`src/rtl/scan_wrap_pkg.sv`:
```
// Shared types for the scan wrapper chain: MODE encoding, FSM states and
// the decoded operation bundle used by the chain and its length checker.
package scan_wrap_pkg;

  typedef enum logic [1:0] {
    MODE_FUNC   = 2'd0,
    MODE_INTEST = 2'd1,
    MODE_EXTEST = 2'd2,
    MODE_SAFE   = 2'd3
  } mode_e;

  typedef enum logic [1:0] {
    ST_IDLE     = 2'd0,
    ST_LOADED   = 2'd1,
    ST_SHIFTING = 2'd2
  } state_e;

  // At most one of these is set in any cycle.
  typedef struct packed {
    logic cap;
    logic sft;
    logic upd;
  } op_t;

  // Gate the TAP qualifiers with the select and resolve
  // CAPTURE > SHIFT > UPDATE priority.
  function automatic op_t decode_op(input logic sel, input logic cap,
                                    input logic sft, input logic upd);
    op_t op;
    op.cap = sel & cap;
    op.sft = sel & sft & ~cap;
    op.upd = sel & upd & ~cap & ~sft;
    return op;
  endfunction

endpackage

```
`src/rtl/scan_wrap_len_chk.sv`:
```
// Saturating shift counter plus length compare for the scan wrapper chain.
// The counter clears on capture and saturates at WIDTH+1 so an overshift is
// still distinguishable from an exact-length shift.
module scan_wrap_len_chk
  import scan_wrap_pkg::*;
#(
  parameter int WIDTH = 8,
  parameter int CW    = $clog2(WIDTH + 2)
) (
  input  logic          clk,
  input  logic          rst,
  input  logic          clr,
  input  logic          inc,
  output logic [CW-1:0] cnt,
  output logic          len_bad
);

  localparam logic [CW-1:0] CNT_SAT  = CW'(WIDTH + 1);
  localparam logic [CW-1:0] CNT_FULL = CW'(WIDTH);

  logic [CW-1:0] cnt_d, cnt_q;

  // Next count: clear on capture, count shifts up to saturation.
  always_comb begin
    cnt_d = cnt_q;
    if (clr) begin
      cnt_d = '0;
    end else if (inc && (cnt_q != CNT_SAT)) begin
      cnt_d = cnt_q + 1'b1;
    end
  end

  // Counter register with synchronous reset.
  always_ff @(posedge clk) begin
    if (rst) begin
      cnt_q <= '0;
    end else begin
      cnt_q <= cnt_d;
    end
  end

  assign cnt = cnt_q;

  // A capture followed directly by update (zero shifts) is legal, as is an
  // exact WIDTH-shift load; anything else is a length mismatch.
  assign len_bad = (cnt_q != CNT_FULL) && (cnt_q != '0);

endmodule

```
`src/rtl/scan_wrap_chain.sv`:
```
// IEEE-1500 style wrapper boundary chain: capture/shift/update register
// pair with FUNC/INTEST/EXTEST/SAFE output muxing.
// Optional build macro: SCAN_WRAP_LEN_CHECK_EN -- when defined, an UPDATE
// after a wrong number of shifts raises LEN_ERR and is not committed.
// Handshake: there is no valid/ready; operations are single-cycle strobes
// qualified by TDR_SEL and resolved CAPTURE > SHIFT > UPDATE each cycle.
module scan_wrap_chain
  import scan_wrap_pkg::*;
#(
  parameter int               WIDTH    = 8,
  parameter logic [WIDTH-1:0] SAFE_VAL = {WIDTH{1'b0}},
  parameter int               CW       = $clog2(WIDTH + 2)
) (
  input  logic             TDR_TCK,
  input  logic             TDR_RESET,
  input  logic             TDR_SEL,
  input  logic             TDR_CAPTURE,
  input  logic             TDR_SHIFT,
  input  logic             TDR_UPDATE,
  input  logic [1:0]       MODE,
  input  logic             WSI,
  input  logic [WIDTH-1:0] CFI,
  output logic [WIDTH-1:0] CFO,
  output logic             WSO,
  output logic             LEN_ERR,
  output logic [CW-1:0]    SHIFT_CNT,
  output logic [1:0]       STATE_DBG
);

  state_e           state_d, state_q;
  logic [WIDTH-1:0] shift_d, shift_q;
  logic [WIDTH-1:0] upd_d, upd_q;
  logic [WIDTH-1:0] cfo;
  logic [WIDTH-1:0] cap_src;
  op_t              op;
  logic             upd_fire;
  logic             commit;
  logic             len_err_set;
  logic             len_bad;

  assign op = decode_op(TDR_SEL, TDR_CAPTURE, TDR_SHIFT, TDR_UPDATE);

  scan_wrap_len_chk #(
    .WIDTH (WIDTH),
    .CW    (CW)
  ) u_len_chk (
    .clk     (TDR_TCK),
    .rst     (TDR_RESET),
    .clr     (op.cap),
    .inc     (op.sft),
    .cnt     (SHIFT_CNT),
    .len_bad (len_bad)
  );

  // FSM state register.
  always_ff @(posedge TDR_TCK) begin
    if (TDR_RESET) begin
      state_q <= ST_IDLE;
    end else begin
      state_q <= state_d;
    end
  end

  // FSM next state; an UPDATE with no capture since the last update is dropped.
  always_comb begin
    state_d = state_q;
    if (op.cap) begin
      state_d = ST_LOADED;
    end else if (op.sft) begin
      state_d = ST_SHIFTING;
    end else if (op.upd && (state_q != ST_IDLE)) begin
      state_d = ST_IDLE;
    end
  end

  // FSM outputs: whether this UPDATE commits or flags a length error.
  always_comb begin
    upd_fire    = op.upd && (state_q != ST_IDLE);
`ifdef SCAN_WRAP_LEN_CHECK_EN
    commit      = upd_fire && !len_bad;
    len_err_set = upd_fire && len_bad;
`else
    commit      = upd_fire;
    len_err_set = 1'b0;
`endif
  end

  assign STATE_DBG = state_q;

  // Functional output mux; mode changes act in the same cycle.
  always_comb begin
    cfo = CFI;
    case (mode_e'(MODE))
      MODE_FUNC:   cfo = CFI;
      MODE_INTEST: cfo = upd_q;
      MODE_EXTEST: cfo = upd_q;
      MODE_SAFE:   cfo = SAFE_VAL;
      default:     cfo = CFI;
    endcase
  end

  assign CFO = cfo;

  // EXTEST captures what the wrapper is driving out; other modes capture CFI.
  assign cap_src = (mode_e'(MODE) == MODE_EXTEST) ? cfo : CFI;

  // Shift/update datapath next values; update_reg only moves on a commit.
  always_comb begin
    shift_d = shift_q;
    if (op.cap) begin
      shift_d = cap_src;
    end else if (op.sft) begin
      for (int i = 0; i < WIDTH - 1; i++) begin
        shift_d[i] = shift_q[i+1];
      end
      shift_d[WIDTH-1] = WSI;
    end
    upd_d = commit ? shift_q : upd_q;
  end

  // Datapath registers.
  always_ff @(posedge TDR_TCK) begin
    if (TDR_RESET) begin
      shift_q <= '0;
      upd_q   <= '0;
    end else begin
      shift_q <= shift_d;
      upd_q   <= upd_d;
    end
  end

  assign WSO = shift_q[0];

`ifdef SCAN_WRAP_LEN_CHECK_EN
  logic len_err_d, len_err_q;

  // Sticky length error: cleared by capture, set by a rejected update.
  always_comb begin
    len_err_d = len_err_q;
    if (op.cap) begin
      len_err_d = 1'b0;
    end else if (len_err_set) begin
      len_err_d = 1'b1;
    end
  end

  // Length error register.
  always_ff @(posedge TDR_TCK) begin
    if (TDR_RESET) begin
      len_err_q <= 1'b0;
    end else begin
      len_err_q <= len_err_d;
    end
  end

  assign LEN_ERR = len_err_q;
`else
  logic unused_len;
  assign unused_len = len_bad | len_err_set;
  assign LEN_ERR    = 1'b0;
`endif

endmodule

```
`config.mk`:
```
export PLATFORM = sky130hd
export DESIGN_NAME = scan_wrap_chain
export DESIGN_NICKNAME = d
export VERILOG_FILES = /design/src/rtl/scan_wrap_pkg.sv /design/src/rtl/scan_wrap_len_chk.sv /design/src/rtl/scan_wrap_chain.sv
export SDC_FILE = /design/constraint.sdc
export NUM_CORES = 1
export LEC_CHECK = 0
export ABC_AREA = 1
export CELL_PAD_IN_SITES_DETAIL_PLACEMENT = 0
export CELL_PAD_IN_SITES_GLOBAL_PLACEMENT = 1
export CORE_MARGIN = 10
export CORE_UTILIZATION = 35
export DETAILED_ROUTE_END_ITERATION = 8
export PLACE_DENSITY = 0.92
export SLEW_MARGIN = 20
export SYNTH_ARGS = -nofsm -noshare
export SYNTH_HDL_FRONTEND = slang
export SYNTH_SLANG_ARGS = --single-unit
```
`constraint.sdc`:
```
create_clock -name TDR_TCK -period 3.41 [get_ports TDR_TCK]
set_input_delay 0.682 -clock TDR_TCK [delete_from_list [all_inputs] [get_ports TDR_TCK]]
set_output_delay 0.682 -clock TDR_TCK [all_outputs]
set_load 0.02 [all_outputs]
```
==> results.yml, run 1 <==
floorplan:
  die_area_um2: 6300
  die_h_um: 79.4
  rows: 21
  dieWidth_um: 79.4
  core_um2: 3360
  start_util: 0.367
  io_pins: 33
sta:
  fmax_mhz: 315
  relSlewSlack: 0.580
  tns_ns: 0
  setup_viol: 0
  finalHoldWorstSlack_ns: 0.491
  tightest_slew_ns: 0.626
  finClkSkew_ns: 0.000732
  final-hold-violation-count: 0
  finalCritPeriodShare: 0.930
  rsz0062_at_grt: "no"
  fin_crit_ns: 3.17
  finalMaxSlewViolations: 0
yosys:
  yosysSeqAreaShare: 0.357
  syn_area_per_cell_um2: 6.53
  synth_top_area_frac: 0.357
  ys_types: 21
  syn-cell-area_um2: 1230
  yosys.area.top_type: "dfxtp_1"
  synth_seq_cells: 22
  syn_nets: 210
  synth_area_leaders: "dfxtp_1 (36%), nand2_1 (15%), inv_1 (8.8%), a21oi_1 (8.5%), nand3_1 (8.1%)"
  ys_warn_count: 0
  syn_inst: 189
placed_design:
  gp_congestion: 0.789
  place_hpwl_um: 2510
  dp.cells: 261
  io_buffer_count: 31
global_route:
  grt_max_degree: 17
  grt_pass1_wl_um: 5180
  antenna_found_initial: 0
  grt_pass1_vias: 1120
  overflow: 0
  track_usage: 0.0980
status:
  status: "complete, no violations"
clock_network:
  numCtsBuffers: 3
  clockRootBuffer: "clkbuf_4"
  clock_latency_ns: 0.31
  hold_buffers: 0
  clk_pin_slew_ns: 0.12
  tritoncts: "done"
  ctsResizeCount: 0
  clock-sinks: 22
  htreeDepth: 1
  cts_setup_buffers: 0
  clockBufferDepth: 2
detailed_routing:
  drc: 0
  routedWlPerCell_um: 11.9
  ant_nets: 0
  wl_um: 3160
  drt-pass1-iter-count: 4
  drt-vias-per-instance: 4.84
  vias: 1282
  drtIter0Drc: 53
cells_and_area:
  fin_nets: 241
  syn_to_final_growth_pct: 30.8
  drive_above_1_share: 0.0457
  final_cell_mix: "nand2_1 (48), clkdlybuf4s50_1 (31), inv_1 (29)"
  postLayoutCoreUtil: 0.480
  fillers: 386
  antenna_cells: 0
  finalNonFillerCells: 265
  mostFrequentLayoutCell: "nand2_1"
power_and_ir_drop:
  p_per_area_nw_per_um2: 327
  swShare: 0.283
  combPwrFrac: 0.200
  p_switching_uw: 149
  irDropWorstVdd_mv: 0.230
  total_power_uw: 527
  cell_internal_pwr_uw: 378
  leakagePower_nw: 0.654
  p_clk_frac: 0.279
  pwr-share-seq: 0.521
worst_hold_path:
  hold_path_class: "flop to flop"
setup_path:
  arrival_ns: 2.49
  crit_required_ns: 2.73
  cp_max_fo: 16
  end_kind: "primary output"
  crit_type: "primary input to primary output"
  cp-start-kind: "primary input"
run:
  maxCapViolations: 0
[synth_stat cells, drive strengths merged]
master	number
conb	1
nand4	1
buf	2
nand3	20
nand3b	1
clkbuf	3
a21oi	21
inv	30
o21ai	17
nor2	8
clkinv	1
o211ai	8
ha	4
dfxtp	22
nand2	50
[final cells by class]
class / count / area (um^2) / area share
Multi-Input combinational cell: 131 / 653 / 0.405
Sequential cell: 22 / 440 / 0.273
Timing Repair Buffer: 31 / 310 / 0.192
Tap cell: 46 / 57.6 / 0.0357
Clock buffer: 4 / 36.3 / 0.0225
Inverter: 31 / 116 / 0.0721
[power by group through the flow]
stage | registers, mW | clock network (mW) | logic (mW)
after floorplan | 0.282 | 0 | 0.0579
after global placement | 0.280 | 0 | 0.106
after detailed placement | 0.281 | 0 | 0.106
after CTS | 0.275 | 0.150 | 0.107
after global routing | 0.276 | 0.159 | 0.118
final | 0.275 | 0.147 | 0.105
[stage by stage]
| stage | setup WS [ns] | cell area, um^2 |
|---|---|---|
| finish | 0.237 | 1610 |
| global route | 0.0314 | 1610 |
| CTS | 0.217 | 1610 |
| detailed placement | 0.220 | 1580 |
| global placement | 0.250 | 1580 |
| floorplan | 1.08 | 1230 |
[sequential cells by signal, summed over array words and instances (netlist names)]
signal,cells
u_len_chk.cnt,4
STATE_DBG,2
upd_q,8
shift_q,8
[path summary, 6_finish.rpt]
path,from,endpoint,slack [ns],cells after the start
setup / recovery,MODE[1],CFO[1],0.24,7
hold reg to reg,upd_q[3]$_SDFFE_PP0P_,upd_q[3]$_SDFFE_PP0P_,0.49,2
setup reg to reg,u_len_chk.cnt[0]$_SDFFE_PP0P_,u_len_chk.cnt[1]$_SDFFE_PP0P_,2.15,6
hold / removal,upd_q[3]$_SDFFE_PP0P_,upd_q[3]$_SDFFE_PP0P_,0.49,2
[metal layers]
metal,up-vias,routed length [um],track usage
li1,671,-,-
met1,592,1450,0.116
met2,17,1600,0.172
met3,2,99,0.0293
met4,0,10,0.0161
met5,-,0,0
[logic make-up after synthesis]
logic type,after synthesis,share of synthesized area
simple gates,80,0.283
compound gates,46,0.203
buf+inv,36,0.114
flops,22,0.357
fa+ha+maj,4,0.0406
other cells,1,0.00304
[critical path: stages]
cell and delay, ns:
clkdlybuf4s50_1 0.48, inv_1 0.05, ha_1 0.16, inv_1 0.28, nand3_1 0.12, o21ai_0 0.10, clkdlybuf4s50_1 0.63
Note: power is estimated with default switching activity, not from simulation.
==> inputs of run 2 (changes only) <==
--- a/config.mk
+++ b/config.mk
@@ -6,6 +6,7 @@
 export NUM_CORES = 1
 export LEC_CHECK = 0
 export ABC_AREA = 1
+export CAP_MARGIN = 40
 export CELL_PAD_IN_SITES_DETAIL_PLACEMENT = 0
 export CELL_PAD_IN_SITES_GLOBAL_PLACEMENT = 1
 export CORE_MARGIN = 10
==> results of run 2 <==
Final layout, timing and power as in run 1 (identical DEF).
==> inputs of run 3 (changes only) <==
--- a/config.mk
+++ b/config.mk
@@ -6,12 +6,13 @@
 export NUM_CORES = 1
 export LEC_CHECK = 0
 export ABC_AREA = 1
-export CAP_MARGIN = 40
+export CAP_MARGIN = 20
 export CELL_PAD_IN_SITES_DETAIL_PLACEMENT = 0
 export CELL_PAD_IN_SITES_GLOBAL_PLACEMENT = 1
 export CORE_MARGIN = 10
 export CORE_UTILIZATION = 35
 export DETAILED_ROUTE_END_ITERATION = 8
+export GPL_TIMING_DRIVEN = 0
 export PLACE_DENSITY = 0.92
 export SLEW_MARGIN = 20
 export SYNTH_ARGS = -nofsm -noshare
==> constraint.sdc (replaced) <==
create_clock -name TDR_TCK -period 3.41 [get_ports TDR_TCK]
set_input_delay 0.682 -clock TDR_TCK [delete_from_list [all_inputs] [get_ports TDR_TCK]]
set_output_delay 0.682 -clock TDR_TCK [all_outputs]
set_load 0.05 [all_outputs]
==> results.yml, run 3 (synthesis gave the netlist of run 1 again) <==
detailed_routing:
  routedWlPerCell_um: 11.5
  drtIter0Drc: 79
  drc: 0
  drt-pass1-iter-count: 4
  wl_um: 3100
  drt-vias-per-instance: 4.71
  ant_nets: 0
  vias: 1268
run:
  maxCapViolations: 0
sta:
  tns_ns: 0
  finalHoldWorstSlack_ns: 0.486
  final-hold-violation-count: 0
  fmax_mhz: 307
  fin_crit_ns: 3.26
  tightest_slew_ns: 0.577
  finalCritPeriodShare: 0.957
  relSlewSlack: 0.613
  finClkSkew_ns: 0.00108
  setup_viol: 0
  finalMaxSlewViolations: 0
  rsz0062_at_grt: "no"
cells_and_area:
  drive_above_1_share: 0.0717
  final_cell_area_um2: 1600
  syn_to_final_growth_pct: 29.5
  antenna_cells: 0
  mostFrequentLayoutCell: "nand2_1"
  final_cell_mix: "nand2_1 (48), inv_1 (29), clkdlybuf4s50_1 (23)"
  fillers: 403
  fin_nets: 246
global_route:
  antenna_found_initial: 0
  overflow: 0
  grt_pass1_vias: 1226
  track_usage: 0.102
  grt_max_degree: 12
  grt_pass1_wl_um: 5450
placed_design:
  placed_area_um2: 1600
  io_buffer_count: 31
  gp_congestion: 0.783
  place_hpwl_um: 2520
clock_network:
  clock_latency_ns: 0.31
  clk_pin_slew_ns: 0.11
  clockBufferDepth: 2
  tritoncts: "done"
  clock-sinks: 22
  clockRootBuffer: "clkbuf_4"
  htreeDepth: 1
  cts_setup_buffers: 0
  numCtsBuffers: 3
  hold_buffers: 0
status:
  status: "complete, no violations"
floorplan:
  dieWidth_um: 79.4
  core_um2: 3360
  io_pins: 33
  rows: 21
  start_util: 0.367
  die_h_um: 79.4
  die_area_um2: 6300
power_and_ir_drop:
  total_power_uw: 513
  irDropWorstVdd_mv: 0.187
  p_per_area_nw_per_um2: 321
  leakagePower_nw: 0.671
worst_hold_path:
  hold_end: "upd_q[4]$_SDFFE_PP0P_"
  hold_start: "upd_q[4]$_SDFFE_PP0P_"
  holdPathStages: 2
  hold_path_class: "flop to flop"
setup_path:
  reg2reg_slack_ns: 2.15
  rr_worst_depth: 6
  arrival_ns: 2.58
  r2r_end: "u_len_chk.cnt[1]$_SDFFE_PP0P_"
  end_kind: "primary output"
  crit_type: "primary input to primary output"
  cp_max_fo: 10
  crit_required_ns: 2.73
  r2r-start: "u_len_chk.cnt[0]$_SDFFE_PP0P_"
  cp-start-kind: "primary input"
==> run 3: layer usage <==
metal	vias to the layer above	wire length, um	global-route usage
li1	685	-	-
met1	562	1440	0.123
met2	17	1550	0.179
met3	4	97	0.0293
met4	0	18	0.0161
met5	-	0	0
==> run 3: how the worst max path moves through the flow <==
stage	endpoint	slack, ns	start	cells after the start
5_1_grt	CFO[5]	0.002	MODE[1]	8
6_report	CFO[5]	0.15	MODE[1]	8
4_1_cts	CFO[4]	0.07	MODE[1]	8
2_1_floorplan	CFO[7]	0.47	MODE[0]	5
3_3_place_gp	CFO[3]	-0.16	MODE[1]	8
3_5_place_dp	CFO[4]	-0.21	MODE[1]	8
==> run 3: area by class of cell <==
cell class | instances | area (um^2) | share of cell area
timing repair buffer | 31 | 284 | 0.178
multi-input combinational | 131 | 653 | 0.409
sequential | 22 | 440 | 0.276
clock buffer | 3 | 22.5 | 0.0141
tap | 46 | 57.6 | 0.0360
buffer | 5 | 23.8 | 0.0149
inverter | 31 | 116 | 0.0728
==> run 3: critical path, stage by stage <==
cell and delay (ns):
clkdlybuf4s50_1 0.48, inv_1 0.04, ha_1 0.16, inv_1 0.15
clkbuf_1 0.34, nand3_1 0.10, o21ai_0 0.09, dlygate4sd1_1 0.53
==> run 3: what timing repair did <==
| action | in CTS | in global routing |
|---|---|---|
| setup endpoints to repair | 8 | 8 |
| pin swaps | 0 | 0 |
| cloned | 0 | 0 |
| resized for setup | 8 | 19 |
==> run 3: stage by stage <==
stage / setup slack (ns) / instances / utilization
2_1_floorplan: 0.472 / 189 / -
3_3_place_gp: -0.162 / 266 / 0.476
3_5_place_dp: -0.206 / 266 / 0.476
4_1_cts: 0.0721 / 269 / 0.480
5_1_grt: 0.00205 / 269 / 0.475
6_report: 0.148 / 269 / 0.475
==> run 3: power breakdown <==
part           switching [mW]  internal [mW]
logic                  0.0772         0.0440
registers             0.00767          0.267
clock network          0.0762         0.0413
total                   0.161          0.352
